File: src/rtl/control_unit_mc.sv
// -----------------------------------------------------------------------------
// control_unit_mc
//
// Multicycle control FSM for the instruction fetch/decode datapath. Each
// instruction is sequenced through FETCH / DECODE / EXEC / (MEM) / (WB). The
// unit also counts retired instructions and stops in HALT on an unsupported
// opcode, or retires it as a NOP, depending on HALT_ON_ILLEGAL.
//
// Parameters
//   COUNT_W          width of the retired-instruction counter
//   HALT_ON_ILLEGAL  1: an illegal opcode enters HALT; 0: it retires as a NOP
//
// Ports
//   clk           in   system clock, rising edge
//   reset         in   asynchronous active-low reset
//   run           in   start/continue; sampled only at instruction boundaries
//   instruction   in   [31:0] instruction word from the ROM at the current PC
//   WE_mem        out  data memory write strobe
//   WE_reg        out  register bank write strobe
//   OP_MEM_I      out  [1:0] bit0 = ALU B is immediate, bit1 = WB from memory
//   ADD_SUB       out  0 = add, 1 = subtract
//   PC_load       out  single-cycle PC update strobe
//   select_flags  out  [2:0] 0..5 = flag select, 6 = PC+1, 7 = forced taken
//   state         out  [2:0] current FSM state (debug)
//   instr_count   out  [COUNT_W-1:0] retired-instruction counter
//   halted        out  FSM is in HALT
//
// There is no handshake on this block: run is a level that is only looked at
// on the completion cycle of an instruction (or in IDLE), so dropping it never
// aborts an instruction in flight.
//
// All outputs are registered. Their next values are decoded from the next
// state and the next IR, so each output is a Moore function of the state and
// the latched IR as seen in the same cycle, with no path from the instruction
// input to any output.
// -----------------------------------------------------------------------------
module control_unit_mc #(
    parameter int COUNT_W         = 16,
    parameter bit HALT_ON_ILLEGAL = 1'b1
) (
    input  logic               clk,
    input  logic               reset,
    input  logic               run,
    input  logic [31:0]        instruction,
    output logic               WE_mem,
    output logic               WE_reg,
    output logic [1:0]         OP_MEM_I,
    output logic               ADD_SUB,
    output logic               PC_load,
    output logic [2:0]         select_flags,
    output logic [2:0]         state,
    output logic [COUNT_W-1:0] instr_count,
    output logic               halted
);

    typedef enum logic [2:0] {
        S_IDLE   = 3'd0,
        S_FETCH  = 3'd1,
        S_DECODE = 3'd2,
        S_EXEC   = 3'd3,
        S_MEM    = 3'd4,
        S_WB     = 3'd5,
        S_HALT   = 3'd7
    } state_e;

    localparam logic [6:0] OPC_R      = 7'b0110011;
    localparam logic [6:0] OPC_I      = 7'b0010011;
    localparam logic [6:0] OPC_LOAD   = 7'b0000011;
    localparam logic [6:0] OPC_STORE  = 7'b0100011;
    localparam logic [6:0] OPC_BRANCH = 7'b1100011;

    // select_flags value meaning "no branch, PC <= PC + 1"
    localparam logic [2:0] SEL_PC_INC = 3'd6;

    // ------------------------------------------------------------------
    // State and datapath-facing registers
    // ------------------------------------------------------------------
    state_e               state_q, state_d;
    logic [31:0]          ir_q, ir_d;
    logic [COUNT_W-1:0]   cnt_q, cnt_d;

    logic                 we_mem_q, we_mem_d;
    logic                 we_reg_q, we_reg_d;
    logic [1:0]           op_mem_i_q, op_mem_i_d;
    logic                 add_sub_q, add_sub_d;
    logic                 pc_load_q, pc_load_d;
    logic [2:0]           sel_q, sel_d;
    logic                 halted_q, halted_d;

    logic                 retire;

    // ------------------------------------------------------------------
    // IR capture and decode. The IR only changes in FETCH, so decoding the
    // next IR gives the class of the instruction that the next state acts on.
    // ------------------------------------------------------------------
    assign ir_d = (state_q == S_FETCH) ? instruction : ir_q;

    logic [6:0] opc;
    logic [2:0] funct3;
    logic       is_r, is_i, is_load, is_store, is_branch, is_legal;
    logic       alu_sub, alu_imm;
    logic [2:0] branch_sel;
    logic       unused_ir_bits;

    assign opc       = ir_d[6:0];
    assign funct3    = ir_d[14:12];
    assign is_r      = (opc == OPC_R);
    assign is_i      = (opc == OPC_I);
    assign is_load   = (opc == OPC_LOAD);
    assign is_store  = (opc == OPC_STORE);
    assign is_branch = (opc == OPC_BRANCH);
    assign is_legal  = is_r | is_i | is_load | is_store | is_branch;

    // Branches compare by subtracting; R-type SUB is funct3=000 with bit 30.
    assign alu_sub = (is_r && (funct3 == 3'b000) && ir_d[30]) || is_branch;
    assign alu_imm = is_i | is_load | is_store;

    // Register fields are consumed by the datapath, not here.
    assign unused_ir_bits = ^{ir_d[31], ir_d[29:15], ir_d[11:7]};

    // funct3 -> flag index; the two reserved encodings fall through to PC+1.
    always_comb begin
        branch_sel = SEL_PC_INC;
        case (funct3)
            3'b000:  branch_sel = 3'd0;
            3'b001:  branch_sel = 3'd1;
            3'b100:  branch_sel = 3'd2;
            3'b101:  branch_sel = 3'd3;
            3'b110:  branch_sel = 3'd4;
            3'b111:  branch_sel = 3'd5;
            default: branch_sel = SEL_PC_INC;
        endcase
    end

    // ------------------------------------------------------------------
    // Next state, counter and next output values
    // ------------------------------------------------------------------
    always_comb begin
        state_d = state_q;
        cnt_d   = cnt_q;
        retire  = 1'b0;

        case (state_q)
            S_IDLE: begin
                if (run) state_d = S_FETCH;
            end
            S_FETCH: begin
                state_d = S_DECODE;
            end
            S_DECODE: begin
                if (is_legal) begin
                    state_d = S_EXEC;
                end else if (HALT_ON_ILLEGAL) begin
                    state_d = S_HALT;
                end else begin
                    retire = 1'b1;
                end
            end
            S_EXEC: begin
                if (is_branch) begin
                    retire = 1'b1;
                end else if (is_load || is_store) begin
                    state_d = S_MEM;
                end else begin
                    state_d = S_WB;
                end
            end
            S_MEM: begin
                if (is_store) begin
                    retire = 1'b1;
                end else begin
                    state_d = S_WB;
                end
            end
            S_WB: begin
                retire = 1'b1;
            end
            S_HALT: begin
                state_d = S_HALT;
            end
            default: begin
                state_d = S_IDLE;
            end
        endcase

        // Completion cycle: count it and pick the next boundary.
        if (retire) begin
            cnt_d   = cnt_q + COUNT_W'(1);
            state_d = run ? S_FETCH : S_IDLE;
        end

        // Output values for the cycle the FSM is about to enter.
        we_mem_d   = 1'b0;
        we_reg_d   = 1'b0;
        op_mem_i_d = 2'b00;
        add_sub_d  = 1'b0;
        pc_load_d  = 1'b0;
        sel_d      = SEL_PC_INC;
        halted_d   = 1'b0;

        case (state_d)
            S_DECODE: begin
                // Illegal opcode retired as a NOP advances the PC here.
                if (!is_legal && !HALT_ON_ILLEGAL) pc_load_d = 1'b1;
            end
            S_EXEC: begin
                add_sub_d     = alu_sub;
                op_mem_i_d[0] = alu_imm;
                if (is_branch) begin
                    pc_load_d = 1'b1;
                    sel_d     = branch_sel;
                end
            end
            S_MEM: begin
                add_sub_d     = alu_sub;
                op_mem_i_d[0] = alu_imm;
                if (is_store) begin
                    we_mem_d  = 1'b1;
                    pc_load_d = 1'b1;
                end
            end
            S_WB: begin
                add_sub_d     = alu_sub;
                op_mem_i_d[0] = alu_imm;
                op_mem_i_d[1] = is_load;
                we_reg_d      = 1'b1;
                pc_load_d     = 1'b1;
            end
            S_HALT: begin
                halted_d = 1'b1;
            end
            default: begin
            end
        endcase
    end

    // ------------------------------------------------------------------
    // FSM register with registered outputs
    // ------------------------------------------------------------------
    always_ff @(posedge clk or negedge reset) begin
        if (!reset) begin
            state_q    <= S_IDLE;
            ir_q       <= '0;
            cnt_q      <= '0;
            we_mem_q   <= 1'b0;
            we_reg_q   <= 1'b0;
            op_mem_i_q <= 2'b00;
            add_sub_q  <= 1'b0;
            pc_load_q  <= 1'b0;
            sel_q      <= SEL_PC_INC;
            halted_q   <= 1'b0;
        end else begin
            state_q    <= state_d;
            ir_q       <= ir_d;
            cnt_q      <= cnt_d;
            we_mem_q   <= we_mem_d;
            we_reg_q   <= we_reg_d;
            op_mem_i_q <= op_mem_i_d;
            add_sub_q  <= add_sub_d;
            pc_load_q  <= pc_load_d;
            sel_q      <= sel_d;
            halted_q   <= halted_d;
        end
    end

    assign WE_mem       = we_mem_q;
    assign WE_reg       = we_reg_q;
    assign OP_MEM_I     = op_mem_i_q;
    assign ADD_SUB      = add_sub_q;
    assign PC_load      = pc_load_q;
    assign select_flags = sel_q;
    assign state        = state_q;
    assign instr_count  = cnt_q;
    assign halted       = halted_q;

endmodule

File: config.mk
export PLATFORM = sky130hd
export DESIGN_NAME = control_unit_mc
export DESIGN_NICKNAME = d
export VERILOG_FILES = /design/src/rtl/control_unit_mc.sv
export SDC_FILE = /design/constraint.sdc
export NUM_CORES = 1
export LEC_CHECK = 0
export BUFFER_PORTS_ARGS = -buffer_cell sky130_fd_sc_hd__buf_2
export CAP_MARGIN = 20
export CORE_ASPECT_RATIO = 2
export CORE_UTILIZATION = 50
export DETAILED_ROUTE_END_ITERATION = 8
export GPL_TIMING_DRIVEN = 0
export PLACE_DENSITY = 0.79
export SLEW_MARGIN = 20
export SYNTH_ARGS = -nofsm -noshare
export SYNTH_HDL_FRONTEND = slang
export SYNTH_SLANG_ARGS = --single-unit
File: constraint.sdc
create_clock -name clk -period 2.37 [get_ports clk]
set_input_delay 0.1185 -clock clk [delete_from_list [all_inputs] [get_ports clk]]
set_output_delay 0.1185 -clock clk [all_outputs]
set_load 0.02 [all_outputs]
==> summary.md <==
| Metric | Value |
|---|---|
| Die Y | `92.0 um` |
| Clk buf depth | `2` |
| Postcts setup bufs | `0` |
| Synth Area in Adders | `0.00618` |
| Num CTS Buffers | `5` |
| Top Ports | `64` |
| Cell taking the most area after synthesis | `dfrtp_1` |
| Post-synth EDFFs | `0` |
| Slew HR | `0.438` |
| Largest register FFs | `16` |
| Post-Synth Simple-Gate Area | `0.250` |
| Finished Layout Cells | `299` |
| Placed cells | `290` |
| FILL cells | `337` |
| Async set-reset flop share out of synthesis | `1.00` |
| Critical Path AT | `2160 ps` |
| Yosys top cell area share | `0.469` |
| Die Span X | `47.0 um` |
| Final hold vios | `0` |
| # DRC | `0` |
| Hold WS | `34.3 ps` |
| Global route overflow | `0` |
| Dpl cell area | `0.00230 mm^2` |
| Clock Skews | `10.1 ps` |
| Number of port buffers | `42` |
| Syn Inst Count | `197` |
| Total design power | `2.94 mW` |
| First-pass GRT wire length | `6940 um` |
| Syn Area/Cell | `10.3 um^2` |
| Placement Rows | `32` |
| Dpl hpwl | `3080 um` |
| F_max | `513 MHz` |
| # clock sinks | `40` |
| Distinct cells, synth | `51` |
| Synthesis Warnings | `0` |
| Status | `finished, final reports clean` |
| Largest net degree at the start of global routing | `41` |
| Setup TNS | `0 ps` |
| Worst-path clk slew | `70 ps` |
| Max-Cap Viols | `0` |
| RSZ-0062 raised after global routing | `no` |
| Tot GR Track Use | `0.220` |
| Initial Utilization | `0.522` |
| CP Capture Type | `flip-flop` |
| Ys flop type | `dfrtp_1` |
| CP Launch Type | `flip-flop` |
| Synth Area in Compound Gates | `0.107` |
| Syn_nets | `233` |
| Setup CP Type | `reg2reg` |
| Vias | `1,629` |
| Synth Area in XOR/XNOR | `0.0735` |
| DRT iter0 DRCs | `37` |
| Synthesized flop and latch total | `40` |
| CTS tree | `yes` |
| Design area | `0.00244 mm^2` |
| Cell area power density | `1200 mW/mm^2` |
| Gpl congestion | `0.876` |
| Ant diodes | `0` |
| First-pass DRT Iterations | `4` |
| H-tree depth | `2` |
| Max rail drop VDD | `688 uV` |
| CP peak stage delay | `480 ps` |
| Worst-Margin Slew | `843 ps` |
| Period minus WS final | `1950 ps` |
| Drt total wl | `4120 um` |
| Largest family of logic cells by synthesized area | `simple AND/OR/NAND/NOR gates` |
| Vias in the first global route | `1,694` |
| Min-delay worst type | `in2reg` |
| Clock Latency Late Sink | `290 ps` |
| Via/cell ratio | `5.45` |
| Cell chain of the critical path | `nor3b_2 -> buf_6 -> nand3_1 -> a311oi_2 -> nor2_1 -> a211oi_2` |
| Routed len/inst | `13.8 um` |
| Layout overhead on the synthesized area | `20.6%` |
| Nets@finish | `283` |
| Setup Viol. Count Final | `0` |
| CP max FO | `10` |
| Period utilization | `0.823` |
| Critical Path RT | `2580 ps` |
| CP max stage cell | `nor3b_2` |
| Routed Antenna Nets | `0` |
| Initial antenna violation count | `0` |
| Pleak | `1.16 nW` |
| Sequential-to-total area share from yosys stat | `0.495` |
| Mapped cell area | `0.00203 mm^2` |
| Post-synthesis mux area share | `0.0309` |
| Root Driver | `clkbuf_8` |
| Core ar. | `0.00388 mm^2` |
| Die ar. | `0.00433 mm^2` |
| Share of layout cells above drive strength 1 | `0.294` |
| Top cells by area, synth | `dfrtp_1, nand2_1, xnor2_1` |
| Final Slew Violations | `0` |
==> critical path: cells and delay by family, from the launching register on <==
| kind | cells | cell delay, ps |
|---|---|---|
| buffers and inverters | 1 | 210 |
| AOI/OAI and AO/OA | 2 | 520 |
| DFF | 1 | 450 |
| and+or+nand+nor | 3 | 690 |
==> cells in the final DEF, fill, tap and decap left out, types with 2 or more instances in the layout <==
cell type and instances:
buf_2 46, dfrtp_1 38, nand2_1 34, nor2_1 18, xnor2_1 11, inv_1 7
a21oi_1 6, xor2_1 6, nand4_1 6, nand3_1 5, nor3_1 5, clkbuf_8 5
mux2i_1 4, o21ai_0 3, nor4_1 3, buf_6 2, nand4bb_1 2, nand2b_1 2
nand3b_1 2, nor3_2 2, and2_1 2, o22ai_1 2, a211oi_1 2, a211oi_2 2
bufinv_16 2, dfstp_2 2
==> routing by layer <==
layer | vias to the layer above | GRT usage | share of wire
met5 | - | 0 | 0
met1 | 790 | 0.221 | 0.36
li1 | 781 | - | -
met4 | 0 | 0.126 | 0.034
met3 | 12 | 0.0433 | 0.032
met2 | 46 | 0.385 | 0.57
==> cell type report <==
class                      count  area (um^2)  share of cell area
clock inverter                 2         60.1              0.0246
multi-input combinational    143          946               0.387
clock buffer                   6         72.6              0.0297
sequential                    40         1000               0.411
timing repair buffer          43          220              0.0902
tap                           51         63.8              0.0261
buffer                         7         50.0              0.0205
inverter                       7         26.3              0.0108
==> final timing paths <==
path | slack, ps | cells past startpoint | to | start
worst max register to register | 420 | 6 | state[2] | state[2]
max in group asynchronous | 1370 | 2 | ir_q[3] | reset
worst min register to register | 470 | 1 | instr_count[15] | instr_count[15]
worst max-delay path | 420 | 6 | state[2] | state[2]
worst min-delay path | 30 | 3 | ir_q[1] | instruction[1]
min in group asynchronous | 470 | 2 | instr_count[5] | reset
==> repair_timing <==
item | 4_1_cts | 5_1_grt
endpoints found under the hold margin | 38 | 0
resized for setup | 0 | 0
hold buffers | 1 | 0
==> power breakdown <==
part	internal, mW	switching, mW
sequential	0.874	0.157
combinational	0.480	0.783
clock	0.421	0.227
total	1.77	1.17
==> cell usage after synthesis, types with 3 or more instances <==
| master | instances |
|---|---|
| xnor2_1 | 11 |
| nand3_1 | 5 |
| buf_2 | 4 |
| o21ai_0 | 3 |
| nor4_1 | 3 |
| inv_1 | 7 |
| a21oi_1 | 6 |
| nor2_1 | 18 |
| nand4_1 | 6 |
| dfrtp_1 | 38 |
| xor2_1 | 6 |
| mux2i_1 | 4 |
| nor3_1 | 5 |
| nand2_1 | 34 |
==> cell families (layout without fill, tap and decap cells) <==
group                      count (synthesis)  after routing
DFF                                       40             40
muxes                                      6              6
and+or+nand+nor                           93             93
AOI/OAI and AO/OA                         26             26
xor gates and xnor gates                  17             17
adders and majority gates                  1              1
buffers and inverters                     14             65
==> stage by stage <==
step / utilization / setup slack (ps)
final: 0.629 / 420
after global routing: 0.629 / 277
after CTS: 0.629 / 438
after detailed placement: 0.592 / 482
after global placement: 0.592 / 455
after floorplan: - / 588
Power figures use the tool's default switching activity.
